--- config.mk ---
export PLATFORM = sky130hd
export DESIGN_NAME = ci_fir_initiator
export DESIGN_NICKNAME = d
export VERILOG_FILES = /design/src/rtl/ci_pkg.sv /design/src/rtl/ci_watchdog.sv /design/src/rtl/ci_fir_initiator.sv
export SDC_FILE = /design/constraint.sdc
export NUM_CORES = 1
export LEC_CHECK = 0
export CAP_MARGIN = 20
export CORE_MARGIN = 2
export CORE_UTILIZATION = 43
export DETAILED_ROUTE_END_ITERATION = 8
export PLACE_DENSITY = 0.8
export SLEW_MARGIN = 30
export SYNTH_ARGS = -nofsm -noshare
export SYNTH_HDL_FRONTEND = slang
export SYNTH_SLANG_ARGS = --single-unit
export TNS_END_PERCENT = 30
--- constraint.sdc ---
create_clock -name clk -period 4.1 [get_ports clk]
set_input_delay 0.82 -clock clk [delete_from_list [all_inputs] [get_ports clk]]
set_output_delay 0.82 -clock clk [all_outputs]
set_load 0.005 [all_outputs]
--- src/rtl/ci_pkg.sv ---
// Shared custom-instruction constants and master FSM state encoding,
// used by the CI initiator and the CI slave wrappers.
package ci_pkg;

    localparam int CI_DATAA_W  = 9;
    localparam int CI_DATAB_W  = 2;
    localparam int CI_RESULT_W = 32;

    typedef logic [1:0] ci_state_t;

    localparam ci_state_t IDLE  = 2'd0;
    localparam ci_state_t ISSUE = 2'd1;
    localparam ci_state_t WAIT  = 2'd2;
    localparam ci_state_t HOLD  = 2'd3;

    function automatic logic [7:0] sat_inc8(input logic [7:0] v);
        return (v == 8'hFF) ? v : v + 8'd1;
    endfunction

endpackage

--- src/rtl/ci_watchdog.sv ---
// Loadable down-counter that flags the last enabled cycle of a
// TIMEOUT_CYCLES window.
module ci_watchdog
    import ci_pkg::*;
#(
    parameter int TIMEOUT_CYCLES = 32
) (
    input  logic clk,
    input  logic reset,
    input  logic load,
    input  logic en,
    output logic expire
);

    localparam int CW = $clog2(TIMEOUT_CYCLES + 1);
    localparam logic [CW-1:0] INIT = CW'(TIMEOUT_CYCLES);
    localparam logic [CW-1:0] ONE  = CW'(1);

    logic [CW-1:0] count;

    always_ff @(posedge clk or posedge reset) begin
        if (reset) begin
            count <= '0;
        end else if (load) begin
            count <= INIT;
        end else if (en && count != '0) begin
            count <= count - ONE;
        end
    end

    assign expire = en && (count == ONE);

endmodule

--- src/rtl/ci_fir_initiator.sv ---
// Custom-instruction master: turns a valid/ready request stream into
// CI start/wait cycles on the FIR slave and returns the result stream.
module ci_fir_initiator
    import ci_pkg::*;
#(
    parameter int DATAA_W        = CI_DATAA_W,
    parameter int DATAB_W        = CI_DATAB_W,
    parameter int RESULT_W       = CI_RESULT_W,
    parameter int TIMEOUT_CYCLES = 32
) (
    input  logic                clk,
    input  logic                reset,
    input  logic                s_valid,
    output logic                s_ready,
    input  logic [DATAA_W-1:0]  s_dataa,
    input  logic [DATAB_W-1:0]  s_datab,
    output logic                ci_clk_en,
    output logic                ci_start,
    output logic [DATAA_W-1:0]  ci_dataa,
    output logic [DATAB_W-1:0]  ci_datab,
    input  logic [RESULT_W-1:0] ci_result,
    input  logic [RESULT_W-1:0] ci_resultc,
    input  logic                ci_done,
    output logic                m_valid,
    input  logic                m_ready,
    output logic [RESULT_W-1:0] m_result,
    output logic [RESULT_W-1:0] m_resultc,
    output logic                m_timeout,
    output logic                busy,
    output logic [7:0]          err_count
);

    ci_state_t state;
    logic      accept;
    logic      wd_expire;

    // A HOLD handshake may chain straight into the next request.
    assign s_ready = (state == IDLE) || (state == HOLD && m_ready);
    assign accept  = s_valid && s_ready;
    assign busy    = (state != IDLE);

    ci_watchdog #(
        .TIMEOUT_CYCLES(TIMEOUT_CYCLES)
    ) u_watchdog (
        .clk   (clk),
        .reset (reset),
        .load  (state == ISSUE),
        .en    (state == WAIT),
        .expire(wd_expire)
    );

    always_ff @(posedge clk or posedge reset) begin
        if (reset) begin
            state     <= IDLE;
            ci_clk_en <= 1'b0;
            ci_start  <= 1'b0;
            ci_dataa  <= '0;
            ci_datab  <= '0;
            m_valid   <= 1'b0;
            m_result  <= '0;
            m_resultc <= '0;
            m_timeout <= 1'b0;
            err_count <= '0;
        end else begin
            ci_start <= 1'b0;
            unique case (state)
                IDLE: begin
                    if (accept) begin
                        ci_dataa  <= s_dataa;
                        ci_datab  <= s_datab;
                        ci_start  <= 1'b1;
                        ci_clk_en <= 1'b1;
                        state     <= ISSUE;
                    end
                end
                ISSUE: begin
                    state <= WAIT;
                end
                WAIT: begin
                    // done beats a simultaneous watchdog expiry
                    if (ci_done) begin
                        m_result  <= ci_result;
                        m_resultc <= ci_resultc;
                        m_timeout <= 1'b0;
                        m_valid   <= 1'b1;
                        ci_clk_en <= 1'b0;
                        state     <= HOLD;
                    end else if (wd_expire) begin
                        m_result  <= '0;
                        m_resultc <= '0;
                        m_timeout <= 1'b1;
                        m_valid   <= 1'b1;
                        ci_clk_en <= 1'b0;
                        err_count <= sat_inc8(err_count);
                        state     <= HOLD;
                    end
                end
                HOLD: begin
                    if (m_ready) begin
                        m_valid <= 1'b0;
                        state   <= IDLE;
                    end
                    if (accept) begin
                        ci_dataa  <= s_dataa;
                        ci_datab  <= s_datab;
                        ci_start  <= 1'b1;
                        ci_clk_en <= 1'b1;
                        state     <= ISSUE;
                    end
                end
                default: begin
                    state <= IDLE;
                end
            endcase
        end
    end

endmodule
==> flow_summary_export.csv <==
group,metric,value,unit
status,status,"complete, no violations",
place,place_inst,692,
die,die_w,102,µm
sta,fmax,353,MHz
synthesis,ys_seq_area_frac,0.581,
worst_setup_path,worstSetupEndpointType,"output port",
die,dieArea,10300,µm²
worst_hold_path,hp-class,"flop to flop",
sta,finalCritPeriodShare,0.691,
cells_and_area,drive_gt1_frac,0.0725,
place,placed_area,5870,µm²
global_routing,grt_pass1_wl,16.0,mm
pwr,p_per_area,645,nW/µm²
pwr,peakVddDrop,0.341,mV
synthesis,synth_cell_types,45,
die,die_height,102,µm
route,antenna_left,0,
place,port_buffers,168,
synthesis,synth-edff-count,0,
worst_setup_path,r2r_setup_slack,1900,ps
clocking,cts_tree,"yes",
worst_setup_path,critPathKind,"input pin to output port",
synthesis,synth_warnings,0,
cells_and_area,diodes,0,
cells_and_area,stdcell_count,708,
global_routing,grt_usage,0.194,
worst_setup_path,slowest_delay,520,ps
die,fp.coreArea,9240,µm²
clocking,postCtsSetupBuffers,0,
synthesis,synthFlopType,"dfrtp_1",
clocking,ctsResizeCount,0,
synthesis,syn_area,4090,µm²
clocking,clock_latency,340,ps
route,met1Wirelength,4.31,mm
worst_setup_path,crit_top_cell,"clkdlybuf4s50_1",
pwr,p_leak,2.81,nW
synthesis,syn_nets,504,
cells_and_area,final_core_util,0.657,
route,first_iter_violations,167,
worst_setup_path,critPathBufInv,2,
route,via_count,3497,
sta,final.setup.tns,0,ps
synthesis,synth-async-reset-ratio,1.00,
worst_setup_path,worst-path-max-fanout,3,
route,highest_layer,"met4",
route,drc,0,
place,place_congestion,0.777,
sta,skew,15.7,ps
die,rows,35,
place,dpl.hpwl,6.95,mm
global_routing,grt_max_degree,72,
clocking,clk_path_buf_depth,2,
route,drt_pre_antenna_iters,4,
route,via_per_inst,4.94,
route,wl_met3,661,µm
clocking,cts_sinks,95,
clocking,cts_hold_buf,0,
worst_setup_path,crit_chain,"clkdlybuf4s50_1 > a21o_1 > clkdlybuf4s50_1",
die,ioPinCount,169,
place,post-place-ws,1280,ps
clocking,cts_max_level,3,
clocking,cts-root-buf,"clkbuf_8",
clocking,path_clk_slew,100,ps
synthesis,syn_avg_cell_area,9.86,µm²
flow_run,maxCapViolCount,0,
sta,hold_violations,0,
sta,worstMarginPinSlew,915,ps
sta,final-max-slew-violation-count,0,
pwr,finalPower,3.92,mW
global_routing,overflow,0,
worst_setup_path,slowest_stage,"clkdlybuf4s50_1",
cells_and_area,syn_to_final_growth,48.3,%
die,initial_core_util,0.443,
synthesis,synthCells,415,
sta,final.min_clock_period,2830,ps
route,wl_met2,4.83,mm
global_routing,antenna_found_initial,0,
worst_setup_path,startpoint_type,"input pin",
cells_and_area,design_area,6070,µm²
route,avgRoutedWirePerCell,14.0,µm
synthesis,ys_seq_elements,95,
clocking,numCtsBuffers,9,
global_routing,grt_pass1_vias,3400,
sta,setup_ws,1270,ps
sta,rsz0062_at_grt,"false",
worst_setup_path,worstPathArrival,2010,ps
route,finalWirelength,9.93,mm
worst_setup_path,crit_family,"buffers and inverters",
cells_and_area,fin_nets,663,
sta,hold_slack,502,ps
sta,setup_viol,0,
sta,max-slew-margin-rel,0.388,
worst_setup_path,cp.required,3280,ps
## kinds of logic (layout without fill, tap and decap cells)
logic type	after synthesis	in the layout	synth area share
xor+xnor	7	7	0.0150
fa+ha+maj	9	9	0.0275
compound gates	23	23	0.0416
buf+inv	31	195	0.0318
flops	95	95	0.581
mux	15	15	0.0419
simple gates	235	235	0.261
## worst paths after layout
check,endpoint,cells after the start,start
min in group asynchronous,u_watchdog.count[2]$_DFFE_PP0P_,2,reset
max in group asynchronous,m_result[1]$_DFFE_PP0P_,3,reset
min,err_count[5]$_DFFE_PP0P_,1,err_count[5]$_DFFE_PP0P_
max reg2reg,ci_dataa[1]$_DFFE_PP0P_,6,state[0]$_DFFE_PP0P_
max,s_ready,3,m_ready
min reg2reg,err_count[5]$_DFFE_PP0P_,1,err_count[5]$_DFFE_PP0P_
## worst register-to-register path, stage by stage (launching register included)
cell and delay (ps):
dfrtp_1 410, inv_1 150, ha_1 210, a21o_1 130
nand2_1 80, nor2_1 700, mux2_2 420
## layout make-up
| class | count | area, µm² |
|---|---|---|
| Clock buffer | 13 | 149 |
| Clock inverter | 3 | 42.5 |
| Fill cell | 756 | 3170 |
| Inverter | 7 | 31.3 |
| Multi-Input combinational cell | 289 | 1600 |
| Sequential cell | 95 | 2380 |
| Tap cell | 129 | 161 |
| Timing Repair Buffer | 172 | 1710 |
## registers in the layout, indices dropped and copies added, names as in the netlist
name / cells
ci_clk_en: 1
ci_datab: 2
err_count: 8
ci_start: 1
u_watchdog.count: 6
m_valid: 1
m_resultc: 32
state: 2
m_result: 32
ci_dataa: 9
m_timeout: 1
## metal layers
layer / vias to the layer above / global-route usage
li1: 1694 / -
met1: 1676 / 0.258
met2: 115 / 0.319
met3: 12 / 0.0442
met4: 0 / 0.0582
met5: - / 0
## cells in the mapped netlist, drive strengths merged (2+ instances only)
cell type	count	area, µm²
nand4	2	12.5
nor3	2	15.0
nor2	12	45.0
mux2	14	161
clkbuf	13	48.8
dfrtp	95	2380
xor2	5	43.8
inv	7	26.3
a21oi	8	40.0
and3	2	17.5
or3	2	17.5
nand2b	4	25.0
nand2	134	505
xnor2	2	17.5
nor2b	2	12.5
buf	11	55.1
nand3	68	340
a2111oi	3	40.0
o21ai	2	10.0
ha	9	113
## layout by cell type, fill, tap and decap left out, types with 2 or more instances in the layout
cell / netlist / routed
buf_4: 0 / 4
dfrtp_1: 95 / 95
a21oi_1: 8 / 8
a2111oi_2: 2 / 2
inv_1: 7 / 6
xnor2_1: 2 / 2
xor2_1: 5 / 5
nand2_2: 1 / 2
nor2_1: 12 / 12
mux2_2: 12 / 12
nand4_1: 2 / 2
clkdlybuf4s50_1: 0 / 168
o21ai_0: 2 / 2
clkbuf_1: 13 / 3
clkbuf_8: 0 / 10
nand2_1: 133 / 131
nor2b_1: 2 / 2
nand3_1: 68 / 68
nand2b_1: 4 / 4
ha_1: 9 / 9
## power breakdown
part / internal [mW] / switching (mW)
logic: 1.03 / 0.703
registers: 1.33 / 0.245
clock network: 0.299 / 0.307
Note: power is estimated with default switching activity, not from simulation.
